==> config.mk <==
export PLATFORM = sky130hd
export DESIGN_NAME = dram_lsu
export DESIGN_NICKNAME = d
export VERILOG_FILES = /design/src/rtl/dram_lsu.sv
export SDC_FILE = /design/constraint.sdc
export NUM_CORES = 1
export LEC_CHECK = 0
export ABC_AREA = 0
export BUFFER_PORTS_ARGS = -buffer_cell sky130_fd_sc_hd__buf_4
export CAP_MARGIN = 30
export CORE_AREA = 3 3 111 86
export CTS_CLUSTER_SIZE = 25
export DETAILED_ROUTE_END_ITERATION = 16
export DIE_AREA = 0 0 114 89
export PLACE_DENSITY = 0.74
export SYNTH_ARGS = -nofsm -noshare
export SYNTH_HDL_FRONTEND = slang
export SYNTH_SLANG_ARGS = --single-unit
export TNS_END_PERCENT = 20
==> constraint.sdc <==
create_clock -name clk -period 1.5 [get_ports clk]
set_clock_uncertainty 0.05 [all_clocks]
set_input_delay 0.225 -clock clk [delete_from_list [all_inputs] [get_ports clk]]
set_output_delay 0.225 -clock clk [all_outputs]
set_load 0.02 [all_outputs]
==> src/rtl/dram_lsu.sv <==
// dram_lsu: load/store front-end for a 32-bit single-port synchronous data RAM.
// Accepts one request at a time, drives the RAM strobes and performs a
// read-modify-write when a store has only some byte enables set.
// The response is registered and held until it is consumed.
// Optional build macro DRAM_LSU_BOUNDS_EN: when defined, a request with
// addr >= DEPTH never reaches the RAM and is answered with rsp_err=1.
module dram_lsu #(
  parameter int DATA_W = 32,
  parameter int ADDR_W = 11,
  parameter int DEPTH  = 16
) (
  input  logic                clk,
  input  logic                reset_n,
  input  logic                req_valid,
  output logic                req_ready,
  input  logic                req_we,
  input  logic [ADDR_W-1:0]   req_addr,
  input  logic [DATA_W-1:0]   req_wdata,
  input  logic [DATA_W/8-1:0] req_be,
  output logic                rsp_valid,
  input  logic                rsp_ready,
  output logic [DATA_W-1:0]   rsp_rdata,
  output logic                rsp_err,
  output logic                busy,
  output logic                dram_ena,
  output logic                dram_rea,
  output logic                dram_wea,
  output logic [ADDR_W-1:0]   dram_addra,
  output logic [DATA_W-1:0]   dram_dia,
  input  logic [DATA_W-1:0]   dram_doa
);

  localparam int BE_W = DATA_W / 8;

  typedef enum logic [2:0] {
    IDLE,
    RD,
    RD_WAIT,
    WR,
    RSP
  } state_t;

  state_t              state;
  state_t              state_nxt;

  logic                lat_we;
  logic [ADDR_W-1:0]   lat_addr;
  logic [DATA_W-1:0]   lat_data;
  logic [BE_W-1:0]     lat_be;
  logic [DATA_W-1:0]   rdata_q;
  logic [DATA_W-1:0]   merged;
  logic                req_fire;
  logic                req_oob;

  assign req_fire = req_valid && (state == IDLE);

`ifdef DRAM_LSU_BOUNDS_EN
  localparam logic [ADDR_W:0] DEPTH_W = (ADDR_W + 1)'(DEPTH);
  logic err_q;

  assign req_oob = ({1'b0, req_addr} >= DEPTH_W);
  assign rsp_err = err_q;

  // Error flag captured at acceptance and held through the response phase.
  always_ff @(posedge clk) begin
    if (!reset_n) begin
      err_q <= 1'b0;
    end else if (req_fire) begin
      err_q <= req_oob;
    end
  end
`else
  assign req_oob = 1'b0;
  assign rsp_err = 1'b0;
`endif

  // State register.
  always_ff @(posedge clk) begin
    if (!reset_n) begin
      state <= IDLE;
    end else begin
      state <= state_nxt;
    end
  end

  // Next-state decode; acceptance branches on operation kind and byte enables.
  always_comb begin
    state_nxt = state;
    unique case (state)
      IDLE: begin
        if (req_fire) begin
          if (req_oob)                  state_nxt = RSP;
          else if (!req_we)             state_nxt = RD;
          else if (&req_be)             state_nxt = WR;
          else if (req_be == '0)        state_nxt = RSP;
          else                          state_nxt = RD;
        end
      end
      RD:      state_nxt = RD_WAIT;
      RD_WAIT: state_nxt = lat_we ? WR : RSP;
      WR:      state_nxt = RSP;
      RSP:     if (rsp_ready) state_nxt = IDLE;
      default: state_nxt = IDLE;
    endcase
  end

  // Byte merge of store data over the word read back from the RAM.
  always_comb begin
    merged = '0;
    for (int unsigned i = 0; i < BE_W; i++) begin
      merged[8*i +: 8] = lat_be[i] ? lat_data[8*i +: 8] : dram_doa[8*i +: 8];
    end
  end

  // Request latch and response data; the merged word overwrites the store data
  // so the WR state can drive dram_dia straight from the latch.
  always_ff @(posedge clk) begin
    if (!reset_n) begin
      lat_we   <= 1'b0;
      lat_addr <= '0;
      lat_data <= '0;
      lat_be   <= '0;
      rdata_q  <= '0;
    end else begin
      unique case (state)
        IDLE: begin
          if (req_fire) begin
            lat_we   <= req_we;
            lat_addr <= req_addr;
            lat_data <= req_wdata;
            lat_be   <= req_be;
            rdata_q  <= '0;
          end
        end
        RD_WAIT: begin
          if (lat_we) lat_data <= merged;
          else        rdata_q  <= dram_doa;
        end
        default: ;
      endcase
    end
  end

  assign req_ready  = (state == IDLE);
  assign rsp_valid  = (state == RSP);
  assign busy       = (state != IDLE);
  assign rsp_rdata  = rdata_q;

  assign dram_ena   = reset_n && ((state == RD) || (state == WR));
  assign dram_rea   = reset_n && (state == RD);
  assign dram_wea   = reset_n && (state == WR);
  assign dram_addra = lat_addr;
  assign dram_dia   = lat_data;

endmodule

* After elaboration in Yosys (flattened, before gate mapping)
Cells that the tools add are included.
** Storage, ports and cells
- Register bits :: 83
- Bits in latches :: 0
- Bits in writable memories :: 0
- Memory bits (read-only) :: 0
- Input port bits :: 84
- Output and inout bits :: 82
- Word-level logic and storage cells :: 55
- Memories kept :: 0
** Operators by class
- $add $sub $neg :: 0
- Multiply operators :: 0
- Divide/modulo/power cells :: 0
- Magnitude comparators :: 0
- Eq/ne operators :: 12
- Shifts and indexed selects :: 0
- Muxes and demuxes :: 17
- Bitwise operators :: 0
- Reduce and logical (&&, ||, !) cells :: 17
** Operators by type and width (count)
- 32-bit 2-to-1 mux :: 4
- 32-bit case mux with 2 select lines :: 2
- 8-bit 2-to-1 mux :: 4
- 4-bit AND reduction :: 5
- 3-bit 2-to-1 mux :: 6
- 3-bit case mux with 5 select lines :: 1
- 2-bit != test, second input constant :: 6
- 3-bit by 2-bit equality test with 1-bit output, second input constant :: 2
- 1-bit logical AND :: 4
- 4-bit logical NOT :: 1
- 2-bit by 1-bit != test with 1-bit output, second input constant :: 2
- 2-bit AND reduction :: 2
- 3-bit by 1-bit equality test with 1-bit output, second input constant :: 1
- 3-bit equality test, second input constant :: 1
- 3-bit logical NOT :: 1
- 3-bit AND reduction :: 1
- 3-bit nonzero test :: 1
- 2-bit nonzero test :: 1
- 1-bit logical OR :: 1

* Longest topological paths before layout
- Word-level depth :: 6
- Mapped depth :: 5
- Depth with buffers taken out :: 3

* Worst setup path after synthesis
Ideal clock, no wire load.
- Path kind :: flip-flop to output port
- From :: register state[1]
- To :: output port req_ready
- Data arrival time :: 1.284 ns
- Required time :: 1.225 ns
- Setup slack :: -0.059 ns
- Cell stages (with the launch flop) :: 5
- Buffers on the path :: 2
- Cell sequence :: dfxtp_1 buf_2 buf_2 or3_1 inv_1
** Between the ends
- Longest elaborated chain between the ends :: 1
** RTL lines
- from (decl) :: RTL line 43 : state_t state;
- from (signal assigned) :: RTL line 82 : state <= state_nxt;
- 3-bit logical NOT :: RTL line 144 : assign req_ready = (state == IDLE);
- to (decl) :: RTL line 15 : output logic req_ready,
No other way between the ends.

* Worst setup path in the final report
- From :: register state[0]
- To :: output port req_ready
The elaborated chain is that of the path after synthesis.

==> results.sh <==
export IMPL_status="finished, violations left"
export IMPL_violations="negative setup slack"
export IMPL_slew_viol_final=0
export IMPL_vias_per_cell=5.33
export IMPL_cts_htree_levels=3
export IMPL_core_area_sq_mm=0.00849
export IMPL_timing_final_ws_setup_ps=-108
export IMPL_track_usage=0.205
export IMPL_antenna_found_initial=0
export IMPL_die_area_sq_mm=0.0101
export IMPL_synth_cells=340
export IMPL_place_hpwl_microns=7560
export IMPL_routedWlPerCell_microns=18.2
export IMPL_synth_area_sq_mm=0.00355
export IMPL_hold_viol=0
export IMPL_clkTransAtPathRegs_ps=60
export IMPL_maxCapViolCount=0
export IMPL_grt_pass1_wl_microns=16700
export IMPL_cts_tree="yes"
export IMPL_seq_area_frac_synth=0.468
export IMPL_syn_area_per_cell_sq_um=10.4
export IMPL_die_x_microns=114
export IMPL_initial_core_util=0.418
export IMPL_crit_path_max_incr_delay_ps=390
export IMPL_wl_microns=11400
export IMPL_fin_area_sq_mm=0.00566
export IMPL_cp_cell_sequence="buf_6 -> or3_4 -> inv_2 -> buf_6"
export IMPL_synth_edf_count=0
export IMPL_place_congestion=0.819
export IMPL_power_density_mw_per_mm2=1170
export IMPL_cp_top_family="simple AND/OR/NAND/NOR gates"
export IMPL_synth_top_cells_by_count="dfxtp_1 (83), nand2_1 (67), a32o_1 (32), mux2i_1 (32), o221a_2 (32)"
export IMPL_yosysTopAreaCellShare=0.468
export IMPL_dr_first_iter_drc_count=206
export IMPL_clk_path_buf_depth=2
export IMPL_clock_sinks=83
export IMPL_async_flop_share=0
export IMPL_worstSetupStartpointType="flip-flop"
export IMPL_num_antenna_cells=0
export IMPL_layout_cells_non_filler=628
export IMPL_yosysWarnings=0
export IMPL_yosys_top_cells_area="dfxtp_1 (47%), o221a_2 (10%), a32o_1 (9.0%), mux2i_1 (9.0%), nand2_1 (7.1%)"
export IMPL_placed_area_sq_mm=0.00497
export IMPL_syn_nets=424
export IMPL_postRouteAntennaNets=0
export IMPL_hold_class="primary input to flip-flop"
export IMPL_row_count=29
export IMPL_fin_nets=600
export IMPL_critPathMaxFanout=5
export IMPL_ys_flop_type="dfxtp_1"
export IMPL_crit_required_ps=1220
export IMPL_grt_start_max_net_pins=83
export IMPL_boundaryPins=166
export IMPL_cts_hold_buf=0
export IMPL_first_pass_iters=5
export IMPL_synth_seq_cells=83
export IMPL_root_buffer="clkbuf_16"
export IMPL_port_buffers=164
export IMPL_placed_cells_incl_taps=599
export IMPL_synth_cell_types=36
export IMPL_yosysTopAreaCell="dfxtp_1"
export IMPL_finalSetupTns_ps=-595
export IMPL_worstPathBufferInverterCount=3
export IMPL_grt_overflow=0
export IMPL_grt_pass1_vias=3259
export IMPL_chipHeight_microns=89
export IMPL_drive_above_1_share=0.531
export IMPL_finalSetupViolCount=16
export IMPL_peakVddDrop_uv=673
export IMPL_endpoint_kind="primary output"
export IMPL_critPathArrivalTime_ps=1330
export IMPL_drcViolationCount=0
export IMPL_crit_top_cell="buf_6"
export IMPL_numCtsBuffers=9
export IMPL_leakage_nw=2.52
export IMPL_area_delta_synth_final_pct=59.5
export IMPL_rsz0062_at_grt="true"
export IMPL_fin_crit_sh=1.07
export IMPL_num_vias=3349
export IMPL_dp_slack_ps=-41.4
export IMPL_slowest_stage="or3_4"
export IMPL_worstSetupPathType="flip-flop to primary output"
export IMPL_period_needed_ps=1610
export IMPL_fmax_ghz=0.622
export IMPL_clk_latency_ps=320
export IMPL_synth_most_common_cell="dfxtp_1"
-- cells in the final DEF, fill, tap and decap left out, drive strengths merged, types with 2 or more instances in the layout --
cell	instances
nand2	67
o221a	32
a21boi	16
nor2b	4
nand3b	4
a21oi	6
a21o	3
buf	196
nor2	3
bufinv	4
a32o	32
nand2b	2
dfxtp	83
or4b	2
inv	2
mux2i	32
and2	5
or2	2
nor3b	3
clkbuf	11
-- through the flow --
step	power [mW]	hold slack, ps	utilization
2_1_floorplan	3.24	301	-
3_3_place_gp	3.82	392	0.585
3_5_place_dp	3.85	394	0.585
4_1_cts	6.56	62.2	0.640
5_1_grt	6.89	63.0	0.667
6_report	6.63	71.1	0.667
-- what timing repair did --
| action | CTS | global route |
|---|---|---|
| gates resized for setup | 19 | 35 |
| setup endpoints to repair | 42 | 84 |
| gates cloned | 0 | 5 |
| pin swaps | 35 | 6 |
| buffers inserted | 6 | 3 |
-- routing by layer --
layer | part of all wire | track usage | vias to the layer above
met4 | 0.0039 | 0.0475 | 0
met2 | 0.48 | 0.337 | 131
li1 | - | - | 1628
met5 | 0 | 0 | -
met1 | 0.43 | 0.266 | 1586
met3 | 0.091 | 0.0656 | 4
-- sequential cells by signal (all words and copies together) (netlist names) --
signal and cells:
dram_addra 11, dram_dia 32, lat_be 4, lat_we 1, rsp_rdata 32, state 3
-- cells by family (layout without fill, tap and decap cells) --
family          Yosys count  in the layout  share of synthesized area
buf+inv                  36            214                     0.0575
flops                    83             83                      0.468
compound gates           90             92                      0.249
mux                      32             32                     0.0903
other cells               1              1                    0.00106
simple gates             98             98                      0.134
-- final timing paths --
kind                                   start       endpoint  slack [ps]  depth (start not counted)
worst min register to register     lat_be[2]      lat_be[2]         400                          2
worst min-delay path            dram_doa[29]  rsp_rdata[29]          70                          2
worst max register to register      state[2]    dram_dia[7]         -50                          5
worst max-delay path                state[0]      req_ready        -110                          4
-- power by group --
part	internal [mW]	switching (mW)
registers	2.36	0.102
clock network	1.79	0.868
logic	0.759	0.749
-- worst register-to-register path: stages (launching register included) --
cell and delay [ps]:
dfxtp_4 360, buf_4 150, or2_4 290, buf_4 150
a21oi_4 250, o221a_2 240
-- layout make-up --
type,instances,area (sq um)
sequential,83,1670
clock buffer,9,225
fill,654,2830
multi-input combinational,223,1810
timing repair buffer,198,1670
clock inverter,6,138
inverter,1,3.75
tap,108,135
Power figures use the tool's default switching activity.
